**src/rtl/spi_rx_packer_pkg.sv**
```systemverilog
// Shared types and constants for the SPI receive packer.
// Latency: n/a (types, constants and a constant function only).
// Backpressure: n/a.
package spi_rx_packer_pkg;

    // Width of one received byte.
    localparam int BYTE_W = 8;

    // Assembler states: IDLE while cs_n is high, COLLECT inside a frame.
    typedef enum logic {
        ST_IDLE    = 1'b0,
        ST_COLLECT = 1'b1
    } state_t;

    // Ceiling log2, usable in parameter and port-width expressions.
    function automatic int clog2(input int value);
        int r;
        r = 0;
        for (int i = 0; i < 31; i++) begin
            if ((1 << i) < value) begin
                r = i + 1;
            end
        end
        return r;
    endfunction

endpackage

```
**src/rtl/spi_rx_packer_sync_fifo.sv**
```systemverilog
// First-word-fall-through synchronous FIFO; dout shows the head entry, forced to 0 when empty.
// Latency: a push is visible at dout one edge after it is presented.
// Backpressure: push while full is taken only if a pop happens on the same edge; pop while empty is ignored.
module sync_fifo
    import spi_rx_packer_pkg::*;
#(
    parameter int DW    = 16,
    parameter int DEPTH = 8
) (
    input  logic                   clk,
    input  logic                   rst,
    input  logic                   push,
    input  logic [DW-1:0]          din,
    input  logic                   pop,
    output logic [DW-1:0]          dout,
    output logic                   empty,
    output logic                   full,
    output logic [clog2(DEPTH):0]  level
);

    localparam int AW = clog2(DEPTH);

    logic [DW-1:0] mem_q [DEPTH];
    logic [AW-1:0] wr_ptr_q, rd_ptr_q;
    logic [AW:0]   level_q;
    logic          wr_en, rd_en;

    assign empty = (level_q == '0);
    assign full  = (level_q == (AW+1)'(DEPTH));
    assign rd_en = pop && !empty;
    assign wr_en = push && (!full || rd_en);
    assign dout  = empty ? '0 : mem_q[rd_ptr_q];
    assign level = level_q;

    // Storage array: written on an accepted push, never reset.
    always_ff @(posedge clk) begin
        if (wr_en) begin
            mem_q[wr_ptr_q] <= din;
        end
    end

    // Pointers and occupancy; pointers wrap naturally since DEPTH is a power of two.
    always_ff @(posedge clk) begin
        if (rst) begin
            wr_ptr_q <= '0;
            rd_ptr_q <= '0;
            level_q  <= '0;
        end else begin
            if (wr_en) begin
                wr_ptr_q <= wr_ptr_q + AW'(1);
            end
            if (rd_en) begin
                rd_ptr_q <= rd_ptr_q + AW'(1);
            end
            case ({wr_en, rd_en})
                2'b10:   level_q <= level_q + (AW+1)'(1);
                2'b01:   level_q <= level_q - (AW+1)'(1);
                default: level_q <= level_q;
            endcase
        end
    end

endmodule

```
**src/rtl/spi_rx_packer.sv**
```systemverilog
// Packs bytes received within a cs_n frame into words and buffers them in a FWFT FIFO; SPI_PACKER_SOF_EN adds word_sof.
// Latency: last byte sampled at edge N, word in FIFO and visible at edge N+1.
// Backpressure: none upstream; a completed word arriving at a full FIFO without a pop is dropped and sets sticky overflow.
module spi_rx_packer
    import spi_rx_packer_pkg::*;
#(
    parameter int BYTES_PER_WORD = 2,
    parameter int DEPTH          = 8,
    parameter int MSB_FIRST      = 1
) (
    input  logic                               clk,
    input  logic                               rst,
    input  logic                               cs_n,
    input  logic [BYTE_W-1:0]                  byte_in,
    input  logic                               byte_valid,
    output logic [BYTE_W*BYTES_PER_WORD-1:0]   word_out,
    output logic                               word_valid,
    input  logic                               word_ready,
    output logic [clog2(DEPTH):0]              level,
    output logic                               overflow,
`ifdef SPI_PACKER_SOF_EN
    output logic                               word_sof,
`endif
    input  logic                               clr_ovf
);

    localparam int WW = BYTE_W * BYTES_PER_WORD;
`ifdef SPI_PACKER_SOF_EN
    localparam int DW = WW + 1;
`else
    localparam int DW = WW;
`endif

    state_t        state_q, state_d;
    logic [2:0]    bcnt_q, bcnt_d;
    logic [WW-1:0] asm_q, asm_d;
    logic [WW-1:0] pdat_q, pdat_d;
    logic          push_q, push_d;
    logic          ovf_q, ovf_d;
    logic [WW-1:0] byte_ext, asm_shift;
    logic          byte_take, word_done;
    logic          fifo_empty, fifo_full, fifo_pop;
    logic [DW-1:0] fifo_din, fifo_dout;
`ifdef SPI_PACKER_SOF_EN
    logic          first_q, first_d;
    logic          psof_q, psof_d;
`endif

    // A byte counts only while cs_n is low; a strobe with cs_n high is ignored.
    assign byte_take = !cs_n && byte_valid;
    assign byte_ext  = WW'(byte_in);
    assign asm_shift = (MSB_FIRST != 0) ? ((asm_q << BYTE_W) | byte_ext)
                                        : ((asm_q >> BYTE_W) | (byte_ext << (WW - BYTE_W)));
    assign word_done = byte_take && ((bcnt_q + 3'd1) == 3'(BYTES_PER_WORD));

    // Assembler next-state: frame tracking, byte shifting, push request generation.
    always_comb begin
        state_d = state_q;
        bcnt_d  = bcnt_q;
        asm_d   = asm_q;
        pdat_d  = pdat_q;
        push_d  = 1'b0;
        case (state_q)
            ST_IDLE: begin
                bcnt_d = '0;
                if (!cs_n) begin
                    state_d = ST_COLLECT;
                end
            end
            ST_COLLECT: begin
                if (cs_n) begin
                    state_d = ST_IDLE;
                    bcnt_d  = '0;
                end
            end
            default: begin
                state_d = ST_IDLE;
                bcnt_d  = '0;
            end
        endcase
        if (byte_take) begin
            asm_d = asm_shift;
            if (word_done) begin
                push_d = 1'b1;
                pdat_d = asm_shift;
                bcnt_d = '0;
            end else begin
                bcnt_d = bcnt_q + 3'd1;
            end
        end
    end

`ifdef SPI_PACKER_SOF_EN
    // Start-of-frame tag: first completed word after cs_n goes low.
    always_comb begin
        first_d = first_q;
        psof_d  = psof_q;
        if (cs_n) begin
            first_d = 1'b1;
        end else if (word_done) begin
            psof_d  = first_q;
            first_d = 1'b0;
        end
    end

    // Start-of-frame tracking registers.
    always_ff @(posedge clk) begin
        if (rst) begin
            first_q <= 1'b1;
            psof_q  <= 1'b0;
        end else begin
            first_q <= first_d;
            psof_q  <= psof_d;
        end
    end

    assign fifo_din = {psof_q, pdat_q};
    assign word_sof = fifo_dout[WW];
`else
    assign fifo_din = pdat_q;
`endif

    // Overflow is sticky; a drop on the same edge as a clear wins.
    always_comb begin
        ovf_d = ovf_q;
        if (push_q && fifo_full && !fifo_pop) begin
            ovf_d = 1'b1;
        end else if (clr_ovf) begin
            ovf_d = 1'b0;
        end
    end

    // Assembler and flag registers.
    always_ff @(posedge clk) begin
        if (rst) begin
            state_q <= ST_IDLE;
            bcnt_q  <= '0;
            asm_q   <= '0;
            pdat_q  <= '0;
            push_q  <= 1'b0;
            ovf_q   <= 1'b0;
        end else begin
            state_q <= state_d;
            bcnt_q  <= bcnt_d;
            asm_q   <= asm_d;
            pdat_q  <= pdat_d;
            push_q  <= push_d;
            ovf_q   <= ovf_d;
        end
    end

    assign fifo_pop = word_ready && !fifo_empty;

    sync_fifo #(
        .DW    (DW),
        .DEPTH (DEPTH)
    ) u_fifo (
        .clk   (clk),
        .rst   (rst),
        .push  (push_q),
        .din   (fifo_din),
        .pop   (word_ready),
        .dout  (fifo_dout),
        .empty (fifo_empty),
        .full  (fifo_full),
        .level (level)
    );

    assign word_out   = fifo_dout[WW-1:0];
    assign word_valid = !fifo_empty;
    assign overflow   = ovf_q;

endmodule

```
**config.mk**
```make
export PLATFORM = sky130hd
export DESIGN_NAME = spi_rx_packer
export DESIGN_NICKNAME = d
export VERILOG_FILES = /design/src/rtl/spi_rx_packer_pkg.sv /design/src/rtl/spi_rx_packer_sync_fifo.sv /design/src/rtl/spi_rx_packer.sv
export SDC_FILE = /design/constraint.sdc
export NUM_CORES = 1
export LEC_CHECK = 0
export ABC_AREA = 1
export CAP_MARGIN = 20
export CORE_MARGIN = 3
export CORE_UTILIZATION = 59
export CTS_BUF_LIST = sky130_fd_sc_hd__clkbuf_4 sky130_fd_sc_hd__clkbuf_8 sky130_fd_sc_hd__clkbuf_16
export DETAILED_ROUTE_END_ITERATION = 8
export PLACE_DENSITY = 0.91
export SLEW_MARGIN = 20
export SYNTH_ARGS = -nofsm -noshare
export SYNTH_HDL_FRONTEND = slang
export SYNTH_SLANG_ARGS = --single-unit
```
**constraint.sdc**
```tcl
create_clock -name clk -period 2.9 [get_ports clk]
set_clock_uncertainty 0.15 [all_clocks]
set_input_delay 0.725 -clock clk [delete_from_list [all_inputs] [get_ports clk]]
set_output_delay 0.725 -clock clk [all_outputs]
set_load 0.005 [all_outputs]
```
Word-level counts from Yosys, hierarchy flattened
Memories as Yosys holds them, arrays and structs flattened. A register that Yosys moved wholly into a read port is not among the register bits.
Index checks and enable logic that the tools add are counted.

word-level totals
  memories = 1
  bits in writable memories = 128
  flip-flop bits (word level) = 40

memory list
  name          depth  width  read ports  clocked after Yosys merged registers in  write ports  line                           RTL
  u_fifo.mem_q  8      16     1           1                                        1            spi_rx_packer_sync_fifo.sv:23  logic [DW-1:0] mem_q [DEPTH];

cells by class
  equal/unequal tests = 5
  reductions and logical operators = 16
  add/subtract/negate cells = 5
  mux-type cells = 14
  bitwise logic cells = 3

operators by type and width
  cell                   count
  $mux W16               1
  $or A16 B8 Y16         1
  $mux W3                5
  $add A3 B1 Y3 const B  3
  $pmux W4 S2            1
  $logic_and A1 B1 Y1    6
  $mux W1                6
  $pmux W3 S2            1
  $add A4 B1 Y4 const B  1
  $eq A4 B4 Y1 const B   1
  $logic_not A1 Y1       4
  $logic_not A4 Y1       1
  $reduce_bool A2 Y1     2
  $sub A4 B1 Y4 const B  1
  $eq A3 B2 Y1 const B   1
  $ne A3 B2 Y1 const B   1
  $eq A2 B1 Y1 const B   1
  $eq A2 B2 Y1 const B   1
  $not A1 Y1             2
  $reduce_and A2 Y1      1
  $reduce_or A2 Y1       1
  $logic_or A1 B1 Y1     1

Depth between registers and ports, before layout
Gate-level depths: netlist (run 1).

  depth in word-level cells = 7
  depth in mapped cells = 14
  depth with buffers taken out = 14

Hierarchy
Synthesis (run 1) repeated with hierarchy kept, for this count alone.

unflattened totals
  cell total of the unflattened synthesis = 630
  area, all modules = 7021.7 um^2

modules (own cells, without submodules)
  module         times used  area an instance (um^2)  cells each
  sync_fifo      1           5720.5                   458
  spi_rx_packer  1           1301.2                   172

Worst setup path after synthesis (run 1)
OpenSTA, ideal clock, no wires.

  kind = in2reg
  start = in word_ready
  end = mem u_fifo.mem_q[0][0], enable pin
  arrival time = 1.893 ns
  buffers on the path = 0
  library setup time = 0.388 ns
  data required time = 2.362 ns
  path slack = 0.468 ns
  stages on the path = 5
  path through = nor2_1 > nand3_1 > nand2_2 > or2_4 > nor2_1

on the way
  longest elaborated chain between the ends = 5

RTL lines
  what                           line                           RTL
  from (decl)                    spi_rx_packer.sv:18            input logic word_ready,
  $logic_and A1 B1 Y1            spi_rx_packer_sync_fifo.sv:30  assign rd_en = pop && !empty;
  $logic_or A1 B1 Y1             spi_rx_packer_sync_fifo.sv:31  assign wr_en = push && (!full || rd_en);
  $logic_and A1 B1 Y1            spi_rx_packer_sync_fifo.sv:31
  $mux W1                        spi_rx_packer_sync_fifo.sv:37  if (wr_en) begin
  $mux W1 (not written as such)  spi_rx_packer_sync_fifo.sv:38  mem_q[wr_ptr_q] <= din;
  to (decl)                      spi_rx_packer_sync_fifo.sv:23

Every way passes these cells.

==> results.md, run 1 <==
Clock network:
- After clock tree synthesis, the clock-pin slew on the worst setup and hold paths is 70 ps.
- The clock net in this run drives a total of 171 sinks.
- The number of CTS-inserted buffers is 17.
- CTS built an H-tree with a depth of 4.
- The worst-case clock buffer depth is 2.
- TritonCTS built the clock tree.
- Clock latency on the worst-skew pair, taken at its later pin, is 420 ps.
- The clock root buffer is sky130_fd_sc_hd__clkbuf_16.

Worst setup path:
- The worst register-to-register path has a depth of 13.
- The required arrival time at the worst endpoint is 2030 ps.
- In this run the critical register-to-register path is launched from u_fifo.level[0].
- The critical path is of the flop to output port type.
- Data on the critical path arrives at its endpoint at 2100 ps.
- The peak fanout along the critical path is 7.
- STA classifies the critical path endpoint as an output port.
- The type of origin of the critical path is a flop.
- The reg-to-reg critical path endpoint is u_fifo.level[2].
- The most numerous cell type found on the critical path is sky130_fd_sc_hd__nor2_1.
- The slowest stage of the critical path belongs to the cell sky130_fd_sc_hd__clkdlybuf4s50_1.
- The largest single stage delay on the critical path is 510 ps.
- Traced cell by cell, the critical path runs through buf_12, nor2_1, nor2_1, o21ai_1, o211ai_1, nand2_1, nor2_1, clkdlybuf4s50_1.
- The reg2reg setup slack is 400 ps.

Status:
- The run finished, with violations left.
- The checks that failed: negative setup slack.

STA:
- Setup repair after global routing could not meet its margin everywhere.
- The setup TNS is -76.7 ps.
- The time the worst path needs with I/O delays and setup is 2970 ps.
- The final setup violation count is 2.
- The final count of hold timing violations came to 0.
- Once routing completed, OpenROAD measured the worst setup slack at -71.9 ps.
- The maximum achievable frequency is 336 MHz.
- The transition time at the pin with the least slew margin is 443 ps.
- The final critical path takes up 102% of the cycle.
- The number of max-slew violations in the final report is 0.
- Headroom to the max-slew limit came out at 70.4%.

Logic synthesis:
- The share of the Yosys chip area taken by registers is 69.3%.
- Yosys printed 0 warnings.
- The post-synthesis register bit count is 171.
- Counting every instance in the synthesized netlist gives 600.
- The count of different cell masters after synthesis is 31.
- The average instance in the mapped netlist occupies 11.3 um2.
- Counting every net in the synthesized netlist gives 621.
- The mapped netlist covers 6790 um2.

Floorplanning:
- The number of core rows is 38.
- The floorplan die area is 12,800 um2.
- The die outline width is 113 um.
- During I/O placement, the number of pins put on the boundary was 36.
- Measured along the y axis, the die boundary spans 113 um.
- In this run the standard cell core region covers 11,000 um2.
- The initial utilization of the core area, before any placement, comes to 61.6%.

Routing:
- The antenna violation net count after detailed routing is 0.
- The first routing iteration left 513 violations.
- Dividing the detail-routed wire length by the instance count gives 19.2 um.
- The DRC violation count after routing is 0.
- The via density per instance is 5.91.
- After detailed routing, the total wire length is 15.6 mm.
- The number of detailed-route iterations in the first pass is 6.
- The total via count in the routed design is 4,813.

Layout:
- The non-filler instance count after layout is 814.
- The filler cell count in the final layout is 661.
- The finished cells cover 8200 um2.
- In the final design database the tool counted 682 nets.
- The fraction of final layout cells sized beyond drive strength 1 is 12.0%.
- From synthesis to final layout, the design area changed by 20.8%.
- The repair_antennas step left the layout with diodes totalling 0.

Worst hold path:
- The endpoint of the worst hold path is overflow.
- The number of cells on the worst hold path is 2.
- The type of the tightest min-delay check is flop to flop.
- The worst min-delay path startpoint is overflow.

Placed design:
- The count of port buffers added during placement is 35.
- Detailed placement finished with a half-perimeter wire length of 8.97 mm.
- The area after detailed placement is 7390 um2.
- The congestion estimate from routability-driven global placement came to 0.838.
- Timing analysis after detailed placement gives a worst setup slack of 23.4 ps.
- The cell count after placement is 768.

Power and ir drop:
- Combinational logic burns 29.3% of the power.
- Cell internal power was estimated by the tool at 4.77 mW.
- The ratio of total power to cell area is 847 nW/um2.
- The clock network accounts for 30.5% of the total power.
- The leakage power figure is 3.03 nW.
- The share of power burned in registers is 40.2%.
- The switching share of power is 31.4%.
- The maximum resistive drop on vdd is 546 uV.
- For this design the total switching power over the nets is 2.18 mW.

Global routing:
- The number of global-route vias before repair is 4,769.
- The first global-routing pass estimated 23.9 mm of wire.
- Global routing used 24.7% of the available tracks.
- The initial antenna violation count is 0.
- The overflow left after global routing is 0.
- The pin count of the biggest net entering global routing is 33.

Run:
- Across the run, the number of max-cap violations was 0.
[state kept, by name, summed over array words and instances (netlist names), named ones only]
signal           count
asm_q                8
bcnt_q               3
fifo_din            16
overflow             1
push_q               1
state_q              1
u_fifo.level         4
u_fifo.mem_q       128
u_fifo.rd_ptr_q      3
u_fifo.wr_ptr_q      3
[kinds of logic after synthesis]
kind of cell / count (synthesis) / synth area share (%)
AO/OA/AOI/OAI: 147 / 11.9
flip-flops: 171 / 69.3
AND/OR/NAND/NOR: 207 / 12.4
adder cells (fa/ha/maj): 7 / 1.29
XOR/XNOR: 3 / 0.498
buffers and inverters: 65 / 4.62
[final cells by class]
cell class | count | area, um2 | area share (%)
clock inverter | 14 | 104 | 1.27
timing repair buffer | 71 | 836 | 10.2
clock buffer | 18 | 450 | 5.49
multi-input combinational | 364 | 1780 | 21.7
inverter | 36 | 146 | 1.78
sequential | 171 | 4710 | 57.4
tap | 140 | 175 | 2.14
[routing by layer]
layer	GRT usage, %	vias to the layer above	wire (um)
met4	12.1	0	471
met1	31.0	2268	6010
met2	40.5	266	7660
met3	6.04	43	1470
li1	-	2236	-
met5	0	-	0
[cell usage after synthesis]
library cell / n / share of area [%]
sky130_fd_sc_hd__nand4_1: 2 / 0.18
sky130_fd_sc_hd__xnor2_1: 2 / 0.26
sky130_fd_sc_hd__o22ai_1: 16 / 1.5
sky130_fd_sc_hd__edfxtp_1: 128 / 57
sky130_fd_sc_hd__nand3_2: 2 / 0.29
sky130_fd_sc_hd__a211oi_1: 5 / 0.55
sky130_fd_sc_hd__and3_1: 1 / 0.092
sky130_fd_sc_hd__buf_6: 5 / 0.83
sky130_fd_sc_hd__clkinv_1: 1 / 0.055
sky130_fd_sc_hd__clkbuf_2: 1 / 0.074
sky130_fd_sc_hd__nand2_1: 39 / 2.2
sky130_fd_sc_hd__a21oi_1: 21 / 1.5
sky130_fd_sc_hd__nand2_2: 2 / 0.18
sky130_fd_sc_hd__nand3_1: 16 / 1.2
sky130_fd_sc_hd__nor2_2: 1 / 0.092
sky130_fd_sc_hd__clkbuf_1: 8 / 0.44
sky130_fd_sc_hd__ha_1: 7 / 1.3
sky130_fd_sc_hd__dfxtp_1: 43 / 13
sky130_fd_sc_hd__or2_4: 1 / 0.13
sky130_fd_sc_hd__nor2_1: 140 / 7.7
sky130_fd_sc_hd__buf_4: 5 / 0.55
sky130_fd_sc_hd__o211ai_1: 16 / 1.8
sky130_fd_sc_hd__o21ai_1: 15 / 1.1
sky130_fd_sc_hd__o21ai_0: 74 / 5.5
sky130_fd_sc_hd__inv_1: 32 / 1.8
sky130_fd_sc_hd__inv_2: 3 / 0.17
sky130_fd_sc_hd__nand3b_1: 1 / 0.11
sky130_fd_sc_hd__or2_1: 1 / 0.092
sky130_fd_sc_hd__buf_2: 10 / 0.74
sky130_fd_sc_hd__nor2_4: 1 / 0.17
sky130_fd_sc_hd__xnor2_2: 1 / 0.24
[worst max path at each step]
stage,from,to,slack [ps],cells after the start
6_report,flop,word_out[14],-70,8
5_1_grt,flop,word_out[14],-180,8
4_1_cts,flop,word_out[9],-110,7
3_5_place_dp,word_ready,u_fifo.level[2],20,13
3_3_place_gp,word_ready,u_fifo.level[2],140,13
2_1_floorplan,word_ready,u_fifo.mem_q[0][0],470,5
[placed cells by master, fill, tap and decap left out, drive strengths merged, types with 3 or more instances in the layout]
master         synthesis  layout
nand2                 41      41
o22ai                 16      16
dfxtp                 43      43
ha                     7       7
clkinv                 1       6
edfxtp               128     128
a211oi                 5       5
a21oi                 21      21
o211ai                16      16
inv                   35      43
o21ai                 89      89
dlygate4sd2            0      12
clkdlybuf4s50          0      21
nor2                 142     142
buf                   20      33
xnor2                  3       3
clkbuf                 9      21
nand3                 18      18
[through the flow]
stage / hold slack [ps] / util (%) / total power [mW]
floorplan: 301 / - / 3.88
global placement: 306 / 67.0 / 4.53
detailed placement: 325 / 67.0 / 4.61
CTS: 340 / 73.1 / 6.78
global route: 362 / 74.4 / 7.27
finish: 333 / 74.4 / 6.95
[critical path: cells and delay by family (launching register included)]
kind,cells,cell delay (ps)
AO/OA/AOI/OAI,2,200
buffers and inverters,2,650
flip-flops,1,470
AND/OR/NAND/NOR,4,350
[what timing repair did]
item	CTS	global route
resized for setup	32	10
pin swaps	2	1
endpoints found under the hold margin	0	0
setup buffers	5	5
setup endpoints to repair	17	3
hold buffers	0	0
gates cloned	1	3
[power groups by stage]
| stage | logic (mW) | clock network (mW) | registers (mW) |
|---|---|---|---|
| CTS | 1.87 | 2.12 | 2.79 |
| floorplan | 1.10 | 0 | 2.78 |
| global placement | 1.71 | 0 | 2.83 |
| global route | 2.23 | 2.23 | 2.80 |
| detailed placement | 1.78 | 0 | 2.83 |
| finish | 2.03 | 2.12 | 2.79 |
Note: power is estimated with default switching activity, not from simulation.
==> run 2, diff against run 1 <==
--- a/config.mk
+++ b/config.mk
@@ -8,10 +8,10 @@
 export ABC_AREA = 1
 export CAP_MARGIN = 20
 export CORE_MARGIN = 3
-export CORE_UTILIZATION = 59
+export CORE_UTILIZATION = 64
 export CTS_BUF_LIST = sky130_fd_sc_hd__clkbuf_4 sky130_fd_sc_hd__clkbuf_8 sky130_fd_sc_hd__clkbuf_16
 export DETAILED_ROUTE_END_ITERATION = 8
-export PLACE_DENSITY = 0.91
+export PLACE_DENSITY = 0.95
 export SLEW_MARGIN = 20
 export SYNTH_ARGS = -nofsm -noshare
 export SYNTH_HDL_FRONTEND = slang
==> constraint.sdc (replaced) <==
create_clock -name clk -period 3.5 [get_ports clk]
set_clock_uncertainty 0.15 [all_clocks]
set_input_delay 0.875 -clock clk [delete_from_list [all_inputs] [get_ports clk]]
set_output_delay 0.875 -clock clk [all_outputs]
set_load 0.005 [all_outputs]
==> run 2 against run 1 <==
Against the previous run:
- the run now ends clean
- register-to-register slack better by 500 ps
- global-route usage is 4.0 points higher
- sequential power is 17% lower
- wire length is 4.6% higher
==> results.md, run 2 (synthesis gave the netlist of run 1 again) <==
Run:
- The max-cap check violation count is 0.

Routing:
- The first routing iteration left 845 violations.
- The routed length per instance is 20.6 um.
- The first detailed-routing pass ran for 6 iterations.
- The detailed router placed 4,946 vias in this run.
- Using the TritonRoute via totals, the vias-per-cell ratio works out to 6.24.
- The antenna violation net count after detailed routing is 0.
- The final layout contains routed wiring with a total length of 16.3 mm.
- After detailed routing, the number of remaining DRC violations is 0.

Power and ir drop:
- The post-route total power is 5.80 mW.
- The leakage power figure is 2.84 nW.
- The ratio of total power to cell area is 729 nW/um2.
- The worst-case IR drop observed on VDD is 536 uV.

Clock network:
- The H-tree generated during clock tree synthesis spans 4 levels.
- In this run, CTS created clock tree buffers numbering 17.
- Clock-pin slew was measured on the worst setup and hold paths at 70 ps.
- Hold repair after CTS inserted 0 buffers.
- Counting every sink on the clock net gives 171.
- The later pin in the worst-skew pair is clocked with a latency of 530 ps.
- TritonCTS built the clock tree.
- CTS placed an instance of sky130_fd_sc_hd__clkbuf_8 at the clock tree root.
- The clock passes through at most 2 buffers.

Floorplanning:
- After floorplanning, the core was divided into 36 placement rows.
- The floorplan die area is 11,900 um2.
- The initial standard-cell utilization of the core is 67.6%.
- Measured along the y axis, the die boundary spans 109 um.
- The area of the core is 10,000 um2.
- The die outline width is 109 um.
- The number of ports placed on the die boundary is 36.

Global routing:
- Entering global routing, the biggest net connects 33 pins.
- After global routing the overflow that remains totals 0.
- Across every metal layer, demand over resource in global routing totals 28.7%.
- The number of global-route vias before repair was 4,778.
- The initial antenna violation count is 0.
- The first global-routing pass estimated 25.0 mm of wire.

STA:
- The tightest hold path in the finished design has a slack of 326 ps.
- The final count of hold timing violations is 0.
- The final setup violation count is 0.
- The setup TNS is 0 ps.
- Headroom to the max-slew limit came out at 67.7%.
- Timing would allow up to 296 MHz.
- Setup repair after global routing left no endpoint under its margin.
- The time the worst path needs with I/O delays and setup is 3380 ps.
- The final worst-path cycle share is 96.6%.
- The number of max-slew violations in the final report is 0.
- At the pin with the least slew margin, the transition time is 484 ps.

Layout:
- The net count of the finished layout is 667.
- The sequential cells in the finished layout cover a total of 4710 um2.
- Counting flops per register, the top entry is u_fifo.mem_q.
- After filler insertion, the fill cell instance count of the layout stands at 510.
- The fraction of final layout cells sized beyond drive strength 1 is 10.5%.
- The count of cells in the finished layout, fillers not included, comes to 792.
- The final core utilization is 79.1%.
- The area growth from synthesis to layout is 17.0%.
- The antenna diode instance count is 0.
- The most common library cell in the layout ignoring fill and taps is sky130_fd_sc_hd__nor2_1.
- The register with the most flip-flops in the layout has 128 of them.
- Leaving out fill and tap cells, the most frequent cells in the layout are 139 x sky130_fd_sc_hd__nor2_1, 128 x sky130_fd_sc_hd__edfxtp_1, 74 x sky130_fd_sc_hd__o21ai_0, 40 x sky130_fd_sc_hd__dfxtp_1, 39 x sky130_fd_sc_hd__nand2_1.
- The multi-input combinational cells in the finished layout cover a total of 1780 um2.

Worst setup path:
- The gate family responsible for the most delay along the worst path is buffers and inverters.
- The worst register-to-register path has a setup slack of 900 ps.
- The termination of the worst setup path is word_out[1].
- The number of buffers and inverters on the critical path is 2.
- The required arrival time at the worst endpoint is 2470 ps.
- Traced cell by cell, the critical path runs through buf_8, o21ai_0, o22ai_1, nor2_1, nor2_1, clkdlybuf4s50_1.
- The startpoint of the lowest-slack register-to-register path is u_fifo.level[0].
- Data on the critical path arrives at its endpoint at 2360 ps.
- The type of origin of the critical path is a flop.
- The number of cells on the critical path is 6.
- STA classifies the critical path endpoint as an output port.
- The peak fanout along the critical path is 32.
- In this design, the stage delay of the slowest critical-path cell is 510 ps.
- The most numerous cell on the critical path is sky130_fd_sc_hd__nor2_1.
- The reg-to-reg critical path endpoint is u_fifo.level[2].
- The worst register-to-register path has a depth of 13.
- The critical path is of the flop to output port type.
- The highest-delay cell along the critical path is sky130_fd_sc_hd__clkdlybuf4s50_1.

Placed design:
- The half-perimeter wire length of the detailed placement result is 9.08 mm.
- Including well taps, the total number of placed cells is 757.
- Routability-driven placement finished with a final weighted congestion of 0.919.
- Port buffering added 35 buffers.

Worst hold path:
- The path class of the tightest hold or removal check is flop to flop.

Status:
- The run finished with clean final reports.
[run 2: cell count changes in the layout (fill, tap and decap cells not counted), moves of 5 or more]
| cell | delta |
|---|---|
| sky130_fd_sc_hd__dlygate4sd2_1 | -12 |
| sky130_fd_sc_hd__clkdlybuf4s50_1 | +14 |
| sky130_fd_sc_hd__buf_12 | -9 |
| sky130_fd_sc_hd__clkbuf_16 | -5 |
[run 2: worst min-delay path by stage]
stage	start	endpoint	slack, ps	depth (start not counted)
final	overflow	overflow	330	2
after global routing	overflow	overflow	330	2
after CTS	overflow	overflow	330	2
after detailed placement	overflow	overflow	320	2
after global placement	overflow	overflow	310	2
after floorplan	u_fifo.rd_ptr_q[0]	flop	300	1
[run 2: routing by layer]
| layer | global-route usage (%) | vias up | routed length (um) |
|---|---|---|---|
| met5 | 0 | - | 0 |
| met4 | 13.5 | 0 | 688 |
| met3 | 6.63 | 66 | 1550 |
| met2 | 47.6 | 337 | 8180 |
| met1 | 35.9 | 2345 | 5910 |
| li1 | - | 2198 | - |
[run 2: power by group]
part | switching [mW] | internal [mW] | leakage, nW | total (mW)
clock | 0.805 | 1.10 | 0.293 | 1.91
combinational | 0.902 | 0.675 | 1.04 | 1.58
sequential | 0.0914 | 2.22 | 1.51 | 2.31
[run 2: final cells by class]
type                       count  share of cell area (%)
inverter                      36                    1.78
clock inverter                15                    2.39
multi-input combinational    364                    22.4
sequential                   171                    59.3
tap                          133                    2.09
timing repair buffer          56                    6.83
clock buffer                  17                    5.21
[run 2: worst min-delay path: cells and delay by family (launching register included)]
family / cells / cell delay, ps
flops: 1 / 310
simple gates: 1 / 60
compound gates: 1 / 60
[run 2: what timing repair did]
action | CTS | global route
setup buffers | 2 | 1
gates resized for setup | 7 | 6
gates cloned | 0 | 0
setup endpoints to repair | 15 | 14
pin swaps | 0 | 0
[run 2: metrics by stage]
step,setup WS (ps),area [um2]
final,118,7950
after global routing,0.556,7950
after CTS,29.1,7920
after detailed placement,476,7280
after floorplan,918,6790
after global placement,549,7280
==> run 3, diff against run 2 <==
--- a/config.mk
+++ b/config.mk
@@ -12,7 +12,6 @@
 export CTS_BUF_LIST = sky130_fd_sc_hd__clkbuf_4 sky130_fd_sc_hd__clkbuf_8 sky130_fd_sc_hd__clkbuf_16
 export DETAILED_ROUTE_END_ITERATION = 8
 export PLACE_DENSITY = 0.95
-export SLEW_MARGIN = 20
 export SYNTH_ARGS = -nofsm -noshare
 export SYNTH_HDL_FRONTEND = slang
 export SYNTH_SLANG_ARGS = --single-unit
==> results of run 3 <==
Same layout as run 2: the final DEF is identical, and so are final timing and power.
